File: src/rtl/spi_write_master.sv
// -----------------------------------------------------------------------------
// spi_write_master
//
// Queues register-write commands (7-bit address, 8-bit data) in a small FIFO.
// Each command goes out as one 16-bit SPI mode-0 write frame, MSB first:
// {1'b1, addr[6:0], data[7:0]}.
//
// Ports
//   clk        : system clock
//   rst_n      : asynchronous active-low reset; aborts any frame in flight
//   cmd_valid  : command present on cmd_addr/cmd_data
//   cmd_ready  : FIFO can accept a command (registered !full)
//   cmd_addr   : target register address
//   cmd_data   : register write data
//   nCS        : SPI chip select, active low
//   SCLK       : SPI clock, idles low
//   copi       : SPI controller-out data, changes only while SCLK is low
//   busy       : FIFO non-empty or frame in progress (registered)
//   frame_done : one-cycle pulse when nCS returns high after a frame
// -----------------------------------------------------------------------------
module spi_write_master #(
    parameter int CLK_DIV    = 4,
    parameter int GAP_CYCLES = 4,
    parameter int FIFO_DEPTH = 4
) (
    input  logic       clk,
    input  logic       rst_n,
    input  logic       cmd_valid,
    output logic       cmd_ready,
    input  logic [6:0] cmd_addr,
    input  logic [7:0] cmd_data,
    output logic       nCS,
    output logic       SCLK,
    output logic       copi,
    output logic       busy,
    output logic       frame_done
);

    localparam int MAX_CYC = (CLK_DIV > GAP_CYCLES) ? CLK_DIV : GAP_CYCLES;
    localparam int TW      = $clog2(MAX_CYC) + 1;
    localparam int PW      = $clog2(FIFO_DEPTH);
    localparam int CW      = PW + 1;

    localparam logic [TW-1:0] DIV_LOAD = TW'(CLK_DIV - 1);
    localparam logic [TW-1:0] GAP_LOAD = TW'(GAP_CYCLES - 1);
    localparam logic [CW-1:0] DEPTH_C  = CW'(FIFO_DEPTH);

    typedef enum logic [2:0] {
        S_IDLE,
        S_LOW,
        S_HIGH,
        S_TRAIL,
        S_GAP
    } state_t;

    // Command FIFO
    logic [14:0]   r_mem [FIFO_DEPTH];
    logic [PW-1:0] r_wr_ptr;
    logic [PW-1:0] r_rd_ptr;
    logic [CW-1:0] r_count;
    logic          r_ready;
    logic          r_busy;

    // Frame engine
    state_t        r_state;
    logic [TW-1:0] r_timer;
    logic [3:0]    r_bit_cnt;
    logic [15:0]   r_shift;
    logic          r_ncs;
    logic          r_sclk;
    logic          r_copi;
    logic          r_done;

    logic          w_empty;
    logic          w_push;
    logic          w_pop;
    logic          w_timer_zero;
    logic          w_idle_next;
    logic [CW-1:0] w_count_next;
    logic [15:0]   w_frame;

    assign w_empty      = (r_count == '0);
    assign w_push       = cmd_valid && r_ready;
    // Pop decision uses occupancy before this cycle's push, so a command
    // pushed into an empty FIFO is popped on the following edge.
    assign w_pop        = (r_state == S_IDLE) && !w_empty;
    assign w_timer_zero = (r_timer == '0);
    assign w_frame      = {1'b1, r_mem[r_rd_ptr]};

    // State is IDLE after this edge only when idling with nothing queued,
    // or when the inter-frame gap finishes.
    assign w_idle_next  = ((r_state == S_IDLE) && w_empty) ||
                          ((r_state == S_GAP) && w_timer_zero);

    always_comb begin
        w_count_next = r_count;
        if (w_push && !w_pop) begin
            w_count_next = r_count + CW'(1);
        end else if (!w_push && w_pop) begin
            w_count_next = r_count - CW'(1);
        end
    end

    // FIFO storage holds data only and needs no reset.
    always_ff @(posedge clk) begin
        if (w_push) begin
            r_mem[r_wr_ptr] <= {cmd_addr, cmd_data};
        end
    end

    always_ff @(posedge clk or negedge rst_n) begin
        if (!rst_n) begin
            r_wr_ptr <= '0;
            r_rd_ptr <= '0;
            r_count  <= '0;
            r_ready  <= 1'b1;
            r_busy   <= 1'b0;
        end else begin
            if (w_push) r_wr_ptr <= r_wr_ptr + PW'(1);
            if (w_pop)  r_rd_ptr <= r_rd_ptr + PW'(1);
            r_count <= w_count_next;
            r_ready <= (w_count_next != DEPTH_C);
            r_busy  <= !w_idle_next || (w_count_next != '0);
        end
    end

    // Each phase timer reloads with N-1 on entry, so a phase lasts N cycles.
    always_ff @(posedge clk or negedge rst_n) begin
        if (!rst_n) begin
            r_state   <= S_IDLE;
            r_timer   <= '0;
            r_bit_cnt <= '0;
            r_shift   <= '0;
            r_ncs     <= 1'b1;
            r_sclk    <= 1'b0;
            r_copi    <= 1'b0;
            r_done    <= 1'b0;
        end else begin
            r_done <= 1'b0;
            case (r_state)
                S_IDLE: begin
                    if (!w_empty) begin
                        r_shift   <= w_frame;
                        r_copi    <= w_frame[15];
                        r_bit_cnt <= '0;
                        r_ncs     <= 1'b0;
                        r_timer   <= DIV_LOAD;
                        r_state   <= S_LOW;
                    end
                end
                S_LOW: begin
                    if (w_timer_zero) begin
                        r_sclk  <= 1'b1;
                        r_timer <= DIV_LOAD;
                        r_state <= S_HIGH;
                    end else begin
                        r_timer <= r_timer - TW'(1);
                    end
                end
                S_HIGH: begin
                    if (w_timer_zero) begin
                        r_sclk  <= 1'b0;
                        r_timer <= DIV_LOAD;
                        if (r_bit_cnt != 4'd15) begin
                            // Next bit goes out on the falling SCLK edge.
                            r_bit_cnt <= r_bit_cnt + 4'd1;
                            r_shift   <= {r_shift[14:0], 1'b0};
                            r_copi    <= r_shift[14];
                            r_state   <= S_LOW;
                        end else begin
                            r_copi    <= 1'b0;
                            r_state   <= S_TRAIL;
                        end
                    end else begin
                        r_timer <= r_timer - TW'(1);
                    end
                end
                S_TRAIL: begin
                    if (w_timer_zero) begin
                        r_ncs   <= 1'b1;
                        r_done  <= 1'b1;
                        r_timer <= GAP_LOAD;
                        r_state <= S_GAP;
                    end else begin
                        r_timer <= r_timer - TW'(1);
                    end
                end
                S_GAP: begin
                    if (w_timer_zero) begin
                        r_state <= S_IDLE;
                    end else begin
                        r_timer <= r_timer - TW'(1);
                    end
                end
                default: r_state <= S_IDLE;
            endcase
        end
    end

    assign cmd_ready  = r_ready;
    assign busy       = r_busy;
    assign nCS        = r_ncs;
    assign SCLK       = r_sclk;
    assign copi       = r_copi;
    assign frame_done = r_done;

endmodule

File: config.mk
export PLATFORM = sky130hd
export DESIGN_NAME = spi_write_master
export DESIGN_NICKNAME = d
export VERILOG_FILES = /design/src/rtl/spi_write_master.sv
export SDC_FILE = /design/constraint.sdc
export NUM_CORES = 1
export LEC_CHECK = 0
export BUFFER_PORTS_ARGS = -buffer_cell sky130_fd_sc_hd__buf_4
export CORE_ASPECT_RATIO = 1.25
export CORE_MARGIN = 2
export CORE_UTILIZATION = 65
export CTS_CLUSTER_DIAMETER = 40
export DETAILED_ROUTE_END_ITERATION = 8
export GPL_ROUTABILITY_DRIVEN = 0
export GPL_TIMING_DRIVEN = 0
export PLACE_DENSITY = 0.89
export REMOVE_ABC_BUFFERS = 1
export SETUP_SLACK_MARGIN = 0.5
export SYNTH_ARGS = -nofsm -noshare
export SYNTH_HDL_FRONTEND = slang
export SYNTH_SLANG_ARGS = --single-unit
export TNS_END_PERCENT = 5
File: constraint.sdc
create_clock -name clk -period 5.2 [get_ports clk]
set_input_delay 0.52 -clock clk [delete_from_list [all_inputs] [get_ports clk]]
set_output_delay 0.52 -clock clk [all_outputs]
set_load 0.01 [all_outputs]
# After elaboration in Yosys (flattened, before gate mapping)
# Memory sizes are Yosys's and may differ from the RTL's.
# Index checks and enable logic that the tools add are counted.
# Widths: inputs -> output; s select.
word_totals:
  reg_bits: 38
  mem_bits_rw: 60
  in_bits: 18
  out_inout_bits: 6
  elab_cells: 94
  memories: 1
mem_list:
  columns: ["memory", "depth", "word_bits", "rd", "rd_ports_with_merged_regs", "wr", "line", "rtl"]
  rows:
  - ["r_mem", 4, 15, 1, 0, 1, "57", "logic [14:0] r_mem [FIFO_DEPTH];"]
classes:
  add_sub_neg: 6
  eq_ne: 13
  mux: 34
  n_reduce_logical: 27
op_table:
  columns: ["op", "n"]
  rows:
  - ["$mux 15", 3]
  - ["$mux 3", 10]
  - ["$pmux 15 s2", 1]
  - ["$pmux 3 s5", 1]
  - ["$ne 2x2->1 const B", 7]
  - ["$mux 4", 3]
  - ["$reduce_and 3->1", 4]
  - ["$mux 1", 10]
  - ["$logic_not 3->1", 3]
  - ["$pmux 3 s3", 1]
  - ["$pmux 4 s2", 1]
  - ["$eq 3x2->1 const B", 2]
  - ["$logic_and 1x1->1", 6]
  - ["$pmux 1 s2", 3]
  - ["$reduce_bool 2->1", 3]
  - ["$reduce_bool 3->1", 2]
  - ["$sub 3x1->3 const B", 2]
  - ["$reduce_and 5->1", 1]
  - ["$add 2x1->2 const B", 2]
  - ["$add 4x1->4 const B", 1]
  - ["$logic_not 1->1", 4]
  - ["$ne 4x4->1 const B", 1]
  - ["$reduce_and 4->1", 1]
  - ["$add 3x1->3 const B", 1]
  - ["6 further kinds", 7]

# Depth between registers and ports, before layout
logic_depth:
  ltp_word: 8
  depth_mapped: 9
  mapped_depth_nobuf: 7

# Least setup slack after synthesis
# No wires, ideal clock.
synth_path:
  path_kind: "reg-to-reg"
  start: "register r_count[0]"
  end: "register r_busy (netlist: busy)"
  setup_time_ns: 0.139
  t_arrival_ns: 1.868
  required_ns: 5.061
  setup_slack_ns: 3.194
  stages_incl_launch_ff: 8
  path_cell_list: "dfrtp_1 inv_1 ha_1 nor2b_1 nor3_4 mux2i_1 xor2_1 or4b_1"
synth_via:
  elab_chain_len: 8
synth_lines:
  columns: ["item", "line", "rtl"]
  rows:
  - ["from (decl)", "60", "logic [CW-1:0] r_count;"]
  - ["from (signal assigned)", "121", "r_count <= w_count_next;"]
  - ["parallel branches: the longest is 5 deep, another holds $sub 3x1->3", null, null]
  - ["$mux 3 (*)", "97", "if (w_push && !w_pop) begin"]
  - ["named net w_count_next[2]", "79", "logic [CW-1:0] w_count_next;"]
  - ["$reduce_bool 3->1 (*)", "123", "r_busy <= !w_idle_next || (w_count_next != '0);"]
  - ["$logic_or 1x1->1 (*)", "123", null]
  - ["to (signal assigned)", "123", null]
  - ["to (decl)", "62", "logic r_busy;"]
# Mark *: on every way through the listed nets, which the timed path passes.
# A chain may end at the register's enable or synchronous reset.

# Worst setup path after layout
layout_path:
  start: "register r_state[2]"
  end: "register r_bit_cnt[2]"
layout_via:
  elab_chain_len: 3
layout_lines:
  columns: ["item", "line", "rtl"]
  rows:
  - ["from (decl)", "65", "state_t r_state;"]
  - ["from (signal assigned)", "130", "r_state <= S_IDLE;"]
  - ["from (signal assigned)", "148", "r_state <= S_LOW;"]
  - ["from (signal assigned)", "155", "r_state <= S_HIGH;"]
  - ["$eq 3x2->1 or $logic_not 3->1 (tied branches)", "140", "case (r_state)"]
  - ["$ne 2x2->1 (no line) or $reduce_bool 2->1 (tied branches)", null, null]
  - ["$reduce_and 4->1 (no line)", null, null]
  - ["to (signal assigned)", "166", "r_bit_cnt <= r_bit_cnt + 4'd1;"]
  - ["to (decl)", "67", "logic [3:0] r_bit_cnt;"]
# Parallel ways exist; a longest one is shown, timed or not.

==> results.tsv <==
metric	value	unit
status	finished clean	
chipHeight	94.2	um
fin_skew	0.0170	ns
dieWidth	76.1	um
clkSinkCount	98	
htreeDepth	3	
drtPass1Iterations	4	
ir_drop	346	uV
clockBufferDepth	2	
maxCapViolCount	0	
syn-cell-area	4230	um^2
final.min_clock_period	2.62	ns
power.density	524	nW/um^2
grt-ovfl-total	0	
async_reset_ff_frac	0.388	
setup_viol	0	
mostFrequentLayoutCells	edfxtp_1 (60), nor2_1 (40), dfrtp_1 (36)	
ios	24	
required	5.45	ns
rsz0062_at_grt	false	
dp_slack	2.63	ns
r2r-start	r_state[2]	
synth_top_cell_by_area	edfxtp_1	
final_nets	350	
cts_buffers	9	
vias_per_cell	5.92	
ctsResizeCount	0	
core_area	6250	um^2
drive_gt1_frac	0.211	
track_usage	0.216	
p_total	2.41	mW
ant_nets	0	
crit_path_start_kind	flip-flop	
antenna_cells	0	
synthFlopType	edfxtp_1	
worst_slew_pin_slew	1.07	ns
syn_avg_cell_area	14.0	um^2
setup_tns	0	ns
final_common_cell	edfxtp_1	
synth_top_area_share	0.426	
remaining_drc_errors	0	
synth_area_leaders	edfxtp_1 (43%), dfrtp_1 (21%), mux4_2 (8.0%), nor2_1 (3.6%), ha_1 (3.0%)	
cp-startpoint	r_state[2]	
crit_arrival	2.87	ns
clk_latency	0.36	ns
area_growth	8.88	%
slew_viol_final	0	
drt_iter0_drc	155	
dieArea	7170	um^2
row_count	32	
post-route-period-util	0.503	
yosysSeqAreaShare	0.652	
r2r_slack	2.58	ns
wl_per_cell	16.8	um
tritoncts	built	
clkTransAtPathRegs	0.11	ns
grt_max_degree	39	
start_util	0.677	
finalHoldViolations	0	
cts_setup_buffers	0	
yosysWarningCount	0	
ctsRootBufferMaster	clkbuf_8	
critPathKind	reg -> reg	
dp_hpwl	4560	um
max_freq	382	MHz
grt_pass1_wl	11700	um
ys_types	43	
portBuffers	23	
cts_hold_buf	0	
power_leakage	1.71	nW
synth_edf_count	60	
netlist_instances	302	
via_count	2439	
cp_max_fo	17	
slew_headroom	0.289	
grt_pass1_vias	2498	
ys_seq_elements	98	
hp-class	in -> async	
worst_slack	2.58	ns
antenna_found_initial	0	
crit_path_end_kind	flip-flop	
finalWirelength	6900	um
final_core_util	0.737	
-- power breakdown --
| part | switching [mW] | internal (mW) | leakage [nW] |
|---|---|---|---|
| clock | 0.271 | 0.182 | 0.0961 |
| combinational | 0.375 | 0.348 | 0.620 |
| sequential | 0.182 | 1.05 | 0.991 |
-- Yosys cell counts (all sizes together) (2+ instances only) --
master and number:
ha 10, o21ai 7, a21oi 9, a22o 2, inv 8, and2 3, clkbuf 5, nor2b 2
xor2 2, dfstp 2, o31ai 2, buf 9, nor2 41, a211oi 3, edfxtp 60, and3 6
mux2i 2, nand2b 3, mux4 15, nor3 30, nand3 10, dfrtp 36, nand4 2, xnor2 5
nand2 17
-- sequential cells by signal (all words and copies together) (netlist names), 2 cells and up --
register and cells:
r_mem 60, r_state 3, r_wr_ptr 2, r_shift 15
r_timer 3, r_count 3, r_bit_cnt 4, r_rd_ptr 2
-- worst paths after layout --
kind | to | cells past startpoint
max in group asynchronous | nCS | 1
worst max-delay path | r_bit_cnt[2] | 5
min in group clk | r_mem[0][9] | 1
worst min-delay path | r_shift[11] | 1
worst max register to register | r_bit_cnt[2] | 5
worst min register to register | r_timer[0] | 1
-- stage by stage --
step                      instance area [um^2]  std cells  hold WS, ns
after floorplan                           4140        288        0.224
after global placement                    4420        396        0.475
after detailed placement                  4420        396        0.493
after CTS                                 4600        412        0.120
after global routing                      4600        412        0.153
final                                     4600        412        0.107
-- critical path: stages (launching register included) --
cell and delay [ns]:
dfrtp_1 0.60, or3b_1 0.70, o32ai_2 0.27, and2_1 0.58, o21ai_0 0.19, o2bb2ai_1 0.16
-- logic make-up (layout without fill, tap and decap cells) --
group | after synthesis | count (layout) | synth area share
and+or+nand+nor | 118 | 118 | 0.145
AOI/OAI and AO/OA | 30 | 30 | 0.0471
adders and majority gates | 10 | 10 | 0.0296
buffers and inverters | 22 | 47 | 0.0278
muxes | 17 | 17 | 0.0846
DFF | 98 | 98 | 0.652
xor gates and xnor gates | 7 | 7 | 0.0145
-- metal layers --
layer,global-route usage,up-vias,part of all wire
met4,0.109,0,0.024
met2,0.366,73,0.51
met5,0,-,0
li1,-,1145,-
met1,0.270,1206,0.43
met3,0.0413,15,0.045
-- final cells by class --
| class | count | area (um^2) |
|---|---|---|
| clock inverters | 7 | 60.1 |
| clock buffers | 9 | 124 |
| multi-input cells | 182 | 1360 |
| flip-flops and latches | 98 | 2760 |
| well taps | 85 | 106 |
| repair buffers | 23 | 173 |
| fillers | 417 | 1640 |
| inverters | 8 | 30.0 |
No activity file was read; power rests on OpenSTA's default activity.
